**src/rtl/dcache_controller.sv**
```systemverilog
// Write-back, write-allocate controller for a 2-way, 16-set, 256-bit-line data cache.
// Hits complete combinationally; misses stall through an optional write-back, a refill and one settle cycle.
module dcache_controller (
    input  logic         clk_i,
    input  logic         rst_n_i,
    input  logic         cpu_req_i,
    input  logic         cpu_write_i,
    input  logic [31:0]  cpu_addr_i,
    input  logic [31:0]  cpu_data_i,
    output logic [31:0]  cpu_data_o,
    output logic         cpu_stall_o,
    output logic [3:0]   sram_addr_o,
    output logic [24:0]  sram_tag_o,
    output logic [255:0] sram_data_o,
    output logic         sram_enable_o,
    output logic         sram_write_o,
    input  logic [24:0]  sram_tag_i,
    input  logic [255:0] sram_data_i,
    input  logic         sram_hit_i,
    output logic         mem_enable_o,
    output logic         mem_write_o,
    output logic [31:0]  mem_addr_o,
    output logic [255:0] mem_data_o,
    input  logic [255:0] mem_data_i,
    input  logic         mem_ack_i
);
    localparam int IDX_W  = 4;
    localparam int TAG_W  = 23;
    localparam int LINE_W = 256;

    typedef enum logic [1:0] {IDLE, WRITEBACK, REFILL, DONE} state_t;

    state_t              state_q, state_d;
    logic                mem_enable_d, mem_write_d;
    logic [31:0]         mem_addr_d;
    logic [LINE_W-1:0]   mem_data_d;

    logic [IDX_W-1:0]    idx;
    logic [TAG_W-1:0]    tag;
    logic [2:0]          word_sel;

    assign idx      = cpu_addr_i[8:5];
    assign tag      = cpu_addr_i[31:9];
    assign word_sel = cpu_addr_i[4:2];

    assign sram_addr_o   = idx;
    assign sram_enable_o = cpu_req_i;

    function automatic logic [LINE_W-1:0] merge_word(input logic [LINE_W-1:0] line,
                                                     input logic [2:0]        sel,
                                                     input logic [31:0]       word);
        logic [LINE_W-1:0] merged;
        merged = line;
        merged[{sel, 5'b00000} +: 32] = word;
        return merged;
    endfunction

    // mem_addr_o/mem_data_o double as the captured victim address and line
    always_ff @(posedge clk_i) begin
        if (!rst_n_i) begin
            state_q      <= IDLE;
            mem_enable_o <= 1'b0;
            mem_write_o  <= 1'b0;
            mem_addr_o   <= '0;
            mem_data_o   <= '0;
        end else begin
            state_q      <= state_d;
            mem_enable_o <= mem_enable_d;
            mem_write_o  <= mem_write_d;
            mem_addr_o   <= mem_addr_d;
            mem_data_o   <= mem_data_d;
        end
    end

    always_comb begin
        state_d      = state_q;
        mem_enable_d = mem_enable_o;
        mem_write_d  = mem_write_o;
        mem_addr_d   = mem_addr_o;
        mem_data_d   = mem_data_o;
        cpu_data_o   = '0;
        cpu_stall_o  = 1'b0;
        sram_write_o = 1'b0;
        sram_tag_o   = '0;
        sram_data_o  = '0;
        case (state_q)
            IDLE: begin
                if (cpu_req_i) begin
                    if (sram_hit_i) begin
                        if (cpu_write_i) begin
                            sram_write_o = 1'b1;
                            sram_data_o  = merge_word(sram_data_i, word_sel, cpu_data_i);
                            sram_tag_o   = {2'b11, tag};
                        end else begin
                            cpu_data_o = sram_data_i[{word_sel, 5'b00000} +: 32];
                        end
                    end else begin
                        cpu_stall_o  = 1'b1;
                        mem_enable_d = 1'b1;
                        mem_data_d   = sram_data_i;
                        // Victim in the LRU way must be flushed first only if valid and dirty
                        if (sram_tag_i[24] && sram_tag_i[23]) begin
                            state_d     = WRITEBACK;
                            mem_write_d = 1'b1;
                            mem_addr_d  = {sram_tag_i[TAG_W-1:0], idx, 5'b00000};
                        end else begin
                            state_d     = REFILL;
                            mem_write_d = 1'b0;
                            mem_addr_d  = {tag, idx, 5'b00000};
                        end
                    end
                end
            end
            WRITEBACK: begin
                cpu_stall_o = 1'b1;
                if (mem_ack_i) begin
                    state_d     = REFILL;
                    mem_write_d = 1'b0;
                    mem_addr_d  = {tag, idx, 5'b00000};
                end
            end
            REFILL: begin
                cpu_stall_o = 1'b1;
                if (mem_ack_i) begin
                    sram_write_o = 1'b1;
                    sram_data_o  = mem_data_i;
                    sram_tag_o   = {2'b10, tag};
                    mem_enable_d = 1'b0;
                    state_d      = DONE;
                end
            end
            DONE: begin
                cpu_stall_o = 1'b1;
                state_d     = IDLE;
            end
            default: state_d = IDLE;
        endcase
    end
endmodule
```
**config.mk**
```make
export PLATFORM = sky130hd
export DESIGN_NAME = dcache_controller
export DESIGN_NICKNAME = d
export VERILOG_FILES = /design/src/rtl/dcache_controller.sv
export SDC_FILE = /design/constraint.sdc
export NUM_CORES = 1
export LEC_CHECK = 0
export CORE_AREA = 3 3 480 482
export CTS_CLUSTER_DIAMETER = 40
export DETAILED_ROUTE_END_ITERATION = 7
export DIE_AREA = 0 0 483 485
export PLACE_DENSITY = 0.31
export SYNTH_ARGS = -nofsm -noshare
export SYNTH_HDL_FRONTEND = slang
export SYNTH_SLANG_ARGS = --single-unit
```
**constraint.sdc**
```tcl
create_clock -name clk_i -period 3.8 [get_ports clk_i]
set_input_delay 0.95 -clock clk_i [delete_from_list [all_inputs] [get_ports clk_i]]
set_output_delay 0.95 -clock clk_i [all_outputs]
set_load 0.02 [all_outputs]
```
# [Word-level counts from Yosys, hierarchy flattened]
# Index checks and enable logic that the tools add are counted.
# Widths: inputs -> output; s select.
[op_classes] n_addsub=1 n_eq_ne=7 shift=3 muxes=42 bitwise_logic=1 reduce_logical=9
[op_table] op="$mux 256" n=4
[op_table] op="$pmux 256 s2" n=1
[op_table] op="$bwmux 256" n=1
[op_table] op="$mux 32" n=8
[op_table] op="$shift 32x10->256 const A" n=1
[op_table] op="$shiftx 256x9->32" n=1
[op_table] op="$shiftx 32x10->256" n=1
[op_table] op="$mux 25" n=4
[op_table] op="$pmux 32 s2" n=1
[op_table] op="$pmux 25 s2" n=1
[op_table] op="$mux 1" n=12
[op_table] op="$reduce_and 4->1" n=3
[op_table] op="$mux 2" n=5
[op_table] op="$neg 8->10" n=1
[op_table] op="$ne 2x2->1 const B" n=4
[op_table] op="$pmux 1 s2" n=4
[op_table] op="$pmux 2 s4" n=1
[op_table] op="$eq 2x2->1 const B" n=2
[op_table] op="$reduce_bool 2->1" n=2
[op_table] op="$reduce_and 3->1" n=1
[op_table] op="$reduce_or 3->1" n=1
[op_table] op="$eq 2x1->1 const B" n=1
[op_table] op="$logic_not 2->1" n=1
[op_table] op="$logic_and 1x1->1" n=1
[op_table] op="$not 1->1" n=1
[word_totals] regBits=292 inputBits=607 out_inout_bits=610 wordCells=68

# [Logic depth before layout (Yosys ltp)]
[logic_depth] word_depth=7 ltp_mapped=12

# [Worst setup path before layout]
# Ideal clock, no wire load.
[synth_timing] kind="input to output" startpoint="input port cpu_addr_i[2]" endpoint="output port sram_data_o[240]" t_arrival_ns=3.234 required_ns=2.850 path_slack_ns=-0.384 stages=11 cell_sequence="buf_4 buf_6 buf_6 inv_1 ha_1 ha_1 nor4b_2 buf_2 buf_4 a31oi_1 o21ai_0"
[synth_via] elab_chain_len=7 word_cells_on_any_way=8
[synth_rtl] element="start, declared" line_no="8" rtl="input logic [31:0] cpu_addr_i,"
[synth_rtl] element="$neg 8->10 *" line_no="54" rtl="merged[{sel, 5'b00000} +: 32] = word;"
[synth_rtl] element="$shiftx 32x10->256 or $shift 32x10->256 (tied branches)" line_no="54"
[synth_rtl] element="$bwmux 256 *" line_no="54"
[synth_rtl] element="$mux 256 *" line_no="90" rtl="if (cpu_write_i) begin"
[synth_rtl] element="$mux 256 *" line_no="89" rtl="if (sram_hit_i) begin"
[synth_rtl] element="$mux 256 *" line_no="88" rtl="if (cpu_req_i) begin"
[synth_rtl] element="$pmux 256 s2 *" line_no="86" rtl="case (state_q)"
[synth_rtl] element="end, declared" line_no="14" rtl="output logic [255:0] sram_data_o,"
# Mark *: on every way between the ends. The rest lies on a longest branch, timed or not.

# [Worst setup path in the final report]
[layout_timing] startpoint="input port cpu_addr_i[2]" endpoint="output port sram_data_o[233]"
# The elaborated chain is that of the path after synthesis.

==> results.json <==
{
  "status": "finished with violations",
  "violations": "negative setup slack",
  "netSwitchingPower_w": 0.00928,
  "max_freq_ghz": 0.246,
  "hold_class": "reg -> reg",
  "grt_util_all_layers_pct": 21.4,
  "fin_crit_sh_pct": 107,
  "synth_edf_count": 0,
  "cts.root.buffer_cell": "clkbuf_16",
  "postSynth.asyncResetShare_pct": 0,
  "slew_viol_final": 0,
  "syn-cell-area_mm2": 0.0186,
  "finalWirelength_um": 261000,
  "leakagePower_nw": 17.6,
  "start_kind": "input pin",
  "ant_nets": 0,
  "crit_path_top_delay_cell": "nor4b_4",
  "power_density_mw_per_mm2": 506,
  "peakVddDrop_mv": 0.463,
  "crit_required_ns": 2.85,
  "cap_viol_max_count": 0,
  "dp.cells": 6806,
  "area_delta_synth_final_pct": 156,
  "synth_top_area_share_pct": 30.9,
  "clk_path_buf_depth": 3,
  "finalHoldViolCount": 0,
  "grt_pass1_wl_um": 322000,
  "ys.flop_type": "dfxtp_1",
  "first_iter_violations": 1408,
  "tightest_slew_ns": 0.851,
  "die_h_um": 485,
  "cts_buffers": 103,
  "first_pass_iters": 7,
  "yosysTopAreaCell": "dfxtp_1",
  "finalCriticalPeriod_ns": 4.07,
  "path_cells": "clkbuf_16 -> inv_6 -> ha_4 -> ha_4 -> buf_6 -> buf_6 -> nor4b_4 -> buf_6 -> buf_12 -> buf_16 -> buf_6 -> mux2i_2 -> o21ai_2 -> buf_12",
  "fill_cells": 25100,
  "ys_seq_area_share_pct": 30.9,
  "grt_pass1_vias": 27200,
  "pre_cts_ws_ns": -1.15,
  "path_class": "in -> out",
  "nets": 4616,
  "p_clk_share_pct": 38.2,
  "antenna_found_initial": 114,
  "pwr-share-comb_pct": 46.2,
  "fin_cells": 7120,
  "fin_hold_ws_ns": 0.447,
  "path_clk_slew_ns": 0.04,
  "setup_tns_ns": -22.63,
  "grt_max_degree": 99,
  "core_area_mm2": 0.227,
  "cts_tree": "done",
  "seqPwrFrac_pct": 15.6,
  "clkLatencyLatePin_ns": 0.74,
  "ys_ff_latch": 287,
  "gp_congestion": 0.896,
  "worstPathArrival_ns": 3.12,
  "synth.area.top_cells": "dfxtp_1, nand2_1, mux2i_1",
  "setup_viol": 206,
  "die_w_um": 483,
  "hold_buffers": 0,
  "end_kind": "output pin",
  "place_hpwl_um": 219000,
  "ios": 1217,
  "slowest_delay_ns": 0.26,
  "layout-drive-gt1-share_pct": 36.3,
  "h-tree-depth": 3,
  "cp_common_cell": "buf_6",
  "rsz0062_at_grt": "true",
  "start_util_pct": 8.18,
  "relSlewSlack_pct": 43.2,
  "path_max_fanout": 8,
  "internal-power_w": 0.0148,
  "synth.distinct_cells": 42,
  "die_area_mm2": 0.234,
  "finClkSkew_ns": 0.0249,
  "syn_avg_cell_area_um2": 7.91,
  "cts.sinks": 287,
  "overflow": 0,
  "rows": 175,
  "ys_warn_count": 0,
  "vias": 26300,
  "switching_share_pct": 38.6,
  "layout_setup_ws_ns": -0.270,
  "viasPerCell": 3.69,
  "final_core_util_pct": 21.0,
  "drc": 0,
  "routedWlPerCell_um": 36.6,
  "io_buffers": 1209,
  "postSynthCellCount": 2346
}
## synth_stat cells, types with 27 or more instances
library cell  count
o21ai_1          96
o211ai_1         55
a21boi_1        240
mux4_2           64
mux2i_1         187
buf_2            86
buf_4            27
clkbuf_1         92
a22o_1           32
nand2_1         801
dfxtp_1         287
o211ai_2         42
o21ai_0          89
nand3_1          98
## power groups by stage
stage	combinational [W]	sequential [W]	clock, W
5_1_grt	0.0117	0.00380	0.00957
4_1_cts	0.0111	0.00374	0.00941
3_3_place_gp	0.0106	0.00377	0
2_1_floorplan	0.00327	0.00429	0
6_report	0.0111	0.00374	0.00919
3_5_place_dp	0.0106	0.00378	0
## per-stage QoR
step / cell area [um2] / total power (W)
2_1_floorplan: 19100 / 0.00756
3_3_place_gp: 39700 / 0.0144
5_1_grt: 47500 / 0.0250
3_5_place_dp: 39700 / 0.0143
6_report: 47600 / 0.0241
4_1_cts: 46200 / 0.0243
## worst paths after layout
check | start | endpoint | slack (ns) | cells past startpoint
worst max-delay path | cpu_addr_i[2] | sram_data_o[233] | -0.27 | 14
worst min register to register | mem_data_o[246]$_SDFFE_PN0P_ | mem_data_o[246]$_SDFFE_PN0P_ | 0.45 | 2
worst max register to register | state_q[0]$_SDFFE_PN0P_ | mem_data_o[228]$_SDFFE_PN0P_ | 1.67 | 9
worst min-delay path | mem_data_o[246]$_SDFFE_PN0P_ | mem_data_o[246]$_SDFFE_PN0P_ | 0.45 | 2
## final cells by class
class | count | area (um2) | share of cell area [%]
multi-input cells | 1825 | 14100 | 29.6
clock buffers | 150 | 3000 | 6.31
clock inverters | 44 | 703 | 1.48
flip-flops and latches | 287 | 5750 | 12.1
inverters | 7 | 41.3 | 0.0868
diodes | 20 | 50.0 | 0.105
well taps | 3009 | 3760 | 7.91
repair buffers | 1778 | 20200 | 42.4
## flip-flops by register name, indices dropped and copies added (netlist names)
name,cells
mem_data_o,256
mem_addr_o,27
state_q,2
mem_enable_o,1
mem_write_o,1
## critical path, delay by kind of cell
kind	cells	cell delay [ns]
compound gates	1	0.10
mux	1	0.21
buf+inv	9	1.13
fa+ha+maj	2	0.41
simple gates	1	0.26
## cell usage in the layout, fill, tap and decap left out, types with 7 or more instances in the layout
| master | synthesis | final |
|---|---|---|
| mux2i_4 | 0 | 61 |
| mux4_2 | 64 | 64 |
| buf_2 | 86 | 12 |
| clkbuf_16 | 0 | 119 |
| clkdlybuf4s50_1 | 0 | 884 |
| nand3_4 | 1 | 12 |
| buf_16 | 0 | 13 |
| buf_8 | 0 | 23 |
| nand2_2 | 8 | 21 |
| a21oi_1 | 24 | 24 |
| nand3_2 | 1 | 29 |
| clkbuf_8 | 0 | 25 |
| a22o_1 | 32 | 25 |
| and2_1 | 25 | 24 |
| o211ai_2 | 42 | 20 |
| buf_12 | 0 | 270 |
| a22o_4 | 0 | 7 |
| o21ai_1 | 96 | 36 |
| clkbuf_2 | 0 | 14 |
| clkbuf_1 | 92 | 22 |
| diode_2 | 0 | 20 |
| mux2i_1 | 187 | 85 |
| dlygate4sd2_1 | 0 | 39 |
| mux2i_2 | 0 | 41 |
| o21ai_2 | 0 | 110 |
| a21boi_1 | 240 | 240 |
| nor2b_1 | 10 | 8 |
| nand2_1 | 801 | 787 |
| buf_6 | 18 | 111 |
| a21boi_0 | 17 | 17 |
| buf_4 | 27 | 389 |
| clkinv_2 | 0 | 20 |
| o211ai_4 | 0 | 22 |
| o211ai_1 | 55 | 55 |
| bufinv_16 | 0 | 15 |
| o21ai_4 | 0 | 37 |
| nand3_1 | 98 | 59 |
| dfxtp_1 | 287 | 287 |
## kinds of logic after synthesis
kind of cell	count (synthesis)	synth area share, %
mux	251	17.8
flops	287	30.9
fa+ha+maj	7	0.472
compound gates	601	22.9
simple gates	961	21.1
other cells	1	0.0202
buf+inv	238	6.67
## repair_timing
item	in CTS	in global routing
pin swaps	68	105
resized for setup	578	315
setup endpoints to repair	314	258
gates cloned	15	6
buffers inserted	77	50
## layer usage
metal	track usage (%)	up-vias	routed length (um)
met5	0	-	247
met3	7.86	311	22900
met1	24.4	13100	103000
li1	-	11600	-
met2	38.3	1272	128000
met4	3.66	38	6430
(Power assumes the default switching activity.)
==> RTL change 1, RTL diff (same flow settings) <==
Reset style: asynchronous (`rst_n_i`), changed in one clocked block.
--- a/src/rtl/dcache_controller.sv
+++ b/src/rtl/dcache_controller.sv
@@ -57,5 +57,5 @@
 
     // mem_addr_o/mem_data_o double as the captured victim address and line
-    always_ff @(posedge clk_i) begin
+    always_ff @(posedge clk_i or negedge rst_n_i) begin
         if (!rst_n_i) begin
             state_q      <= IDLE;
Check against the original RTL: not settled (the Yosys comparison gave no result); the edit may change what the design does.
==> RTL change 1 against the unedited design <==
  * The flow still finishes with violations (negative setup slack)
  * Via count is 2.4% lower
  * Setup slack worse by 0.19 ns
  * Area after synthesis increased by 2.3%
  * Highest routed layer unchanged
  * Sequential cell count stayed put
  * Total power up 35%
  * Utilization rose by 0.79 points
  * Final area increased by 3.8%
  * First-iteration DRC count rose by 32%
  * Wire length grew 6.4%
  * Largest power group unchanged
  * Cell count is 5.3% lower
  * Count of clock-buffer cells in the layout down 14
  * Critical path type unchanged
==> RTL change 1: results (changes against the unedited design) <==
[outcome]
status=finished, violations left  ; unchanged
violations=negative setup slack  ; unchanged

[final_layout]
seq_area_share_pct=14.5  ; was 12.1%
nMultiInputCombCells=1335  ; was 1825
inv_count=9  ; was 7
nets=4212  ; was 4616
nFillCells=24700  ; was 25100
diodes=45  ; was 20
clkCellAreaFrac_pct=7.82  ; was 7.79%

[timing]
finClkSkew_ns=0.0997  ; was 0.0249 ns
setup_viol=239  ; was 206
worstMarginPinSlew_ns=0.856  ; was 0.851 ns
timing.final.ws_setup_ns=-0.456  ; was -0.270 ns
fin_setup_tns_ns=-39.66  ; was -22.63 ns

[synthesis]
synthArstFlopShare_pct=100  ; was 0%
ys_seq_area_share_pct=37.8  ; was 30.9%
ys_types=41  ; was 42
yosysMostFrequentCell=mux2_2  ; was nand2_1
ys.flop_type=dfrtp_1  ; was dfxtp_1

[routing]
dr_total_vias=25700  ; was 26300
drtPass1Iterations=5  ; was 7

[global_route]
antenna_found_initial=189  ; was 114
grt_pass1_wl_um=338000  ; was 322000 um
gr-usage-met2_pct=33.7  ; was 38.3%
use_met1_pct=29.9  ; was 24.4%
met3_usage_pct=10.5  ; was 7.86%
grt_pass1_vias=26500  ; was 27200

[worst_hold_path]
worstHoldPathType=input pin to asynchronous set/reset pin  ; was register to register

[pwr]
p_comb_share_pct=53.9  ; was 46.2%
p_leak_nw=19.4  ; was 17.6 nW
vdd_drop_max_mv=0.392  ; was 0.463 mV
p_comb_mw=17.5  ; was 11.1 mW
p_int_mw=19.5  ; was 14.8 mW

[clock_network]
numCtsBuffers=105  ; was 103

[placed_design]
dp_cells=6355  ; was 6806
placed_area_sq_mm=0.0416  ; was 0.0397 sq mm
hpwl_um=235000  ; was 219000 um

[setup_path]
slowest_stage=o211ai_1  ; was nor4b_4
cpPeakStageDelay_ns=0.54  ; was 0.26 ns
critPathTopFamily=simple AND/OR/NAND/NOR gates  ; was buffers and inverters

## RTL change 1: cells by family (layout without fill, tap and decap cells)
logic type,count (synthesis),in the layout,share of synthesized area [%]
muxes,527,527,32.3
AOI/OAI and AO/OA,451,451,17.1
and+or+nand+nor,343,345,7.57
DFF,287,287,37.8
buffers and inverters,200,2065,4.72
adders and majority gates,7,7,0.461
other,1,50,0.0197
## RTL change 1: path summary, 6_finish.rpt
| path | start | end | cells after the start | slack, ns |
|---|---|---|---|---|
| worst max register to register | state_q[0] | mem_data_o[99] | 8 | 1.38 |
| worst min-delay path | rst_n_i | mem_data_o[175] | 1 | 0.18 |
| worst max-delay path | cpu_addr_i[2] | sram_data_o[132] | 10 | -0.46 |
| worst min register to register | mem_data_o[18] | mem_data_o[18] | 1 | 0.50 |
| min in group clk_i | mem_data_o[18] | mem_data_o[18] | 1 | 0.50 |
| max in group asynchronous | rst_n_i | mem_data_o[86] | 3 | 2.53 |
==> RTL change 2, RTL diff (same flow settings) <==
Made on the original files. `mem_addr_o` and `mem_data_o` no longer have a reset.
--- a/src/rtl/dcache_controller.sv
+++ b/src/rtl/dcache_controller.sv
@@ -62,13 +62,14 @@
             mem_enable_o <= 1'b0;
             mem_write_o  <= 1'b0;
-            mem_addr_o   <= '0;
-            mem_data_o   <= '0;
         end else begin
             state_q      <= state_d;
             mem_enable_o <= mem_enable_d;
             mem_write_o  <= mem_write_d;
-            mem_addr_o   <= mem_addr_d;
-            mem_data_o   <= mem_data_d;
         end
+    end
+
+    always_ff @(posedge clk_i) begin
+        mem_addr_o <= mem_addr_d;
+        mem_data_o <= mem_data_d;
     end
 
Function: not settled (the Yosys comparison gave no result); the edit may change what the design does.
==> RTL change 2 against the unedited design <==
  * The run still ends with negative setup slack left
  * Sequential share of layout area is 6.5 points higher
  * Sequential cell count is the same
  * Area after synthesis shrank 9.6%
  * Via count decreased by 15%
  * Synthesized cell count decreased by 35%
  * Total power fell by 5.0%
  * Non-clock buffer count grew 91
  * Global-route usage decreased by 2.6 points
  * Utilization fell by 0.60 points
  * Setup slack got worse by 0.16 ns
  * Final area decreased by 2.9%
  * Largest power group unchanged
  * Wire length down 11%
  * Sequential power up 14%
==> RTL change 2: results (changes against the unedited design) <==
[synthesis]
yosys.area_share.adder_pct=0.522  ; was 0.472%
netlist_top_cells_count=nand2_1 (367), edfxtp_1 (283), mux2i_1 (171)  ; was nand2_1 (801), dfxtp_1 (287), a21boi_1 (240)
synth_mux_area_share_pct=15.8  ; was 17.8%
yosys_warnings=0  ; unchanged
ys.flop_type=edfxtp_1  ; was dfxtp_1
synth_compound_area_share_pct=13.3  ; was 22.9%
synthTopCellsByArea=edfxtp_1 (51%), mux2i_1 (10%), nand2_1 (8.2%)  ; was dfxtp_1 (31%), nand2_1 (16%), mux2i_1 (10%)
ys_seq_area_share_pct=51.1  ; was 30.9%
synthArstFlopShare_pct=0  ; unchanged
synth_edf_count=283  ; was 0
ys_types=40  ; was 42

[clock_network]
numCtsBuffers=98  ; was 103
cts_root_buffer=clkbuf_16  ; unchanged
clock_path_buffers=3  ; unchanged
clock_latency_ns=0.70  ; was 0.74 ns
clkTransAtPathRegs_ns=0.05
postCtsHoldBufs=0  ; unchanged

[global_route]
grt_usage_pct=18.8  ; was 21.4%
grt_pass1_wl_um=281000  ; was 322000 um
antenna_found_initial=93  ; was 114
grt_pass1_vias=23200  ; was 27200
grt_max_degree=80  ; was 99

[final_layout]
drive_gt1_share_pct=42.9  ; was 36.3%
reg_top3=mem_data_o: 256 flops, mem_addr_o: 27 flops, state_q: 2 flops  ; unchanged
nets=3972  ; was 4616

[routing]
viasPerCell=3.45  ; was 3.69
drtIter0Drc=1411  ; was 1408
drtPass1Iterations=5  ; was 7
drt-total-wl_um=232000  ; was 261000 um

[worst_hold_path]
worstHoldPathType=register to register  ; unchanged
min-delay-start=mem_write_o  ; was mem_data_o[246]

[timing]
setup_viol=185  ; was 206
slew_headroom_pct=44.5  ; was 43.2%
finClkSkew_ns=0.0352  ; was 0.0249 ns
timing.final.ws_setup_ns=-0.427  ; was -0.270 ns

[placed_design]
hpwl_um=188000  ; was 219000 um
placed_area_sq_mm=0.0386  ; was 0.0397 sq mm
place_congestion=0.863  ; was 0.896

[outcome]
status=finished, violations left  ; unchanged
violations=negative setup slack  ; unchanged

[setup_path]
startpoint=cpu_addr_i[2]  ; unchanged
cpPeakStageDelay_ns=0.49  ; was 0.26 ns
slowest_stage=o211ai_1  ; was nor4b_4
rr_startpoint=state_q[0]  ; unchanged
worstPathMaxFanout=5  ; was 8

[pwr]
vdd_drop_max_mv=0.330  ; was 0.463 mV
p_leak_nw=17.1  ; was 17.6 nW

[RTL change 2: cell count changes after synthesis, sizes merged, moves of 23 or more]
cell    change
clkbuf     -39
o211ai     +32
a21oi      -23
nand2     -442
dfxtp     -283
o21ai      -55
edfxtp    +283
nand3      +33
buf        -48
a21boi    -256
[RTL change 2: power breakdown]
part | internal, mW | total, mW | switching, mW
Combinational | 4.76 | 10.4 | 5.67
Clock | 5.43 | 8.14 | 2.71
Sequential | 4.13 | 4.27 | 0.140
Total | 14.3 | 22.8 | 8.52
[RTL change 2: what timing repair did]
| action | in CTS | in global routing |
|---|---|---|
| endpoints found under the hold margin | 0 | 0 |
| endpoints found under the setup margin | 314 | 249 |
| buffers inserted | 117 | 68 |
| cloned | 16 | 8 |
| resized for setup | 565 | 368 |
| pin swaps | 96 | 100 |
[RTL change 2: final timing paths]
kind | to | slack [ns] | depth (start not counted)
hold / removal | mem_write_o | 0.47 | 2
hold reg to reg | mem_write_o | 0.47 | 2
setup / recovery | sram_data_o[154] | -0.43 | 13
setup reg to reg | mem_data_o[44] | 1.47 | 9
[RTL change 2: kinds of logic (layout without fill, tap and decap cells)]
family,Yosys count,in the layout
AOI/OAI and AO/OA,321,321
adders and majority gates,7,7
buffers and inverters,151,2057
DFF,287,287
muxes,213,213
other,1,21
and+or+nand+nor,549,549
[RTL change 2: routing by layer]
| metal | wire length, um | share of wire, % | global-route usage [%] | up-vias |
|---|---|---|---|---|
| li1 | - | - | - | 9529 |
| met1 | 92400 | 40 | 21.6 | 11100 |
| met2 | 108000 | 47 | 31.4 | 1308 |
| met3 | 25200 | 11 | 8.99 | 291 |
| met4 | 5750 | 2.5 | 4.05 | 60 |
| met5 | 400 | 0.17 | 0 | - |
[RTL change 2: through the flow]
step | setup slack (ns) | TNS (ns) | hold slack, ns | std cells
after floorplan | 0.00631 | 0 | 0.531 | 1533
after global placement | -1.37 | -267.00 | 0.447 | 6090
after detailed placement | -1.36 | -261.14 | 0.460 | 6090
final | -0.427 | -24.99 | 0.472 | 6464
after CTS | -0.415 | -36.37 | 0.470 | 6399
after global routing | -0.410 | -38.32 | 0.506 | 6453
[RTL change 2: layout make-up]
| type | count | area [sq um] |
|---|---|---|
| Clock buffer | 109 | 2490 |
| Multi-Input combinational cell | 1095 | 9420 |
| Fill cell | 24900 | 181000 |
| Timing Repair Buffer | 1869 | 21100 |
| Sequential cell | 287 | 8580 |
| Inverter | 7 | 52.6 |
| Clock inverter | 72 | 774 |
| Antenna cell | 16 | 40.0 |
| Tap cell | 3009 | 3760 |
[RTL change 2: tightest hold or removal path, stage by stage (launching register included)]
cell     delay, ns
dfxtp_1       0.31
nand2_1       0.05
o21ai_0       0.06
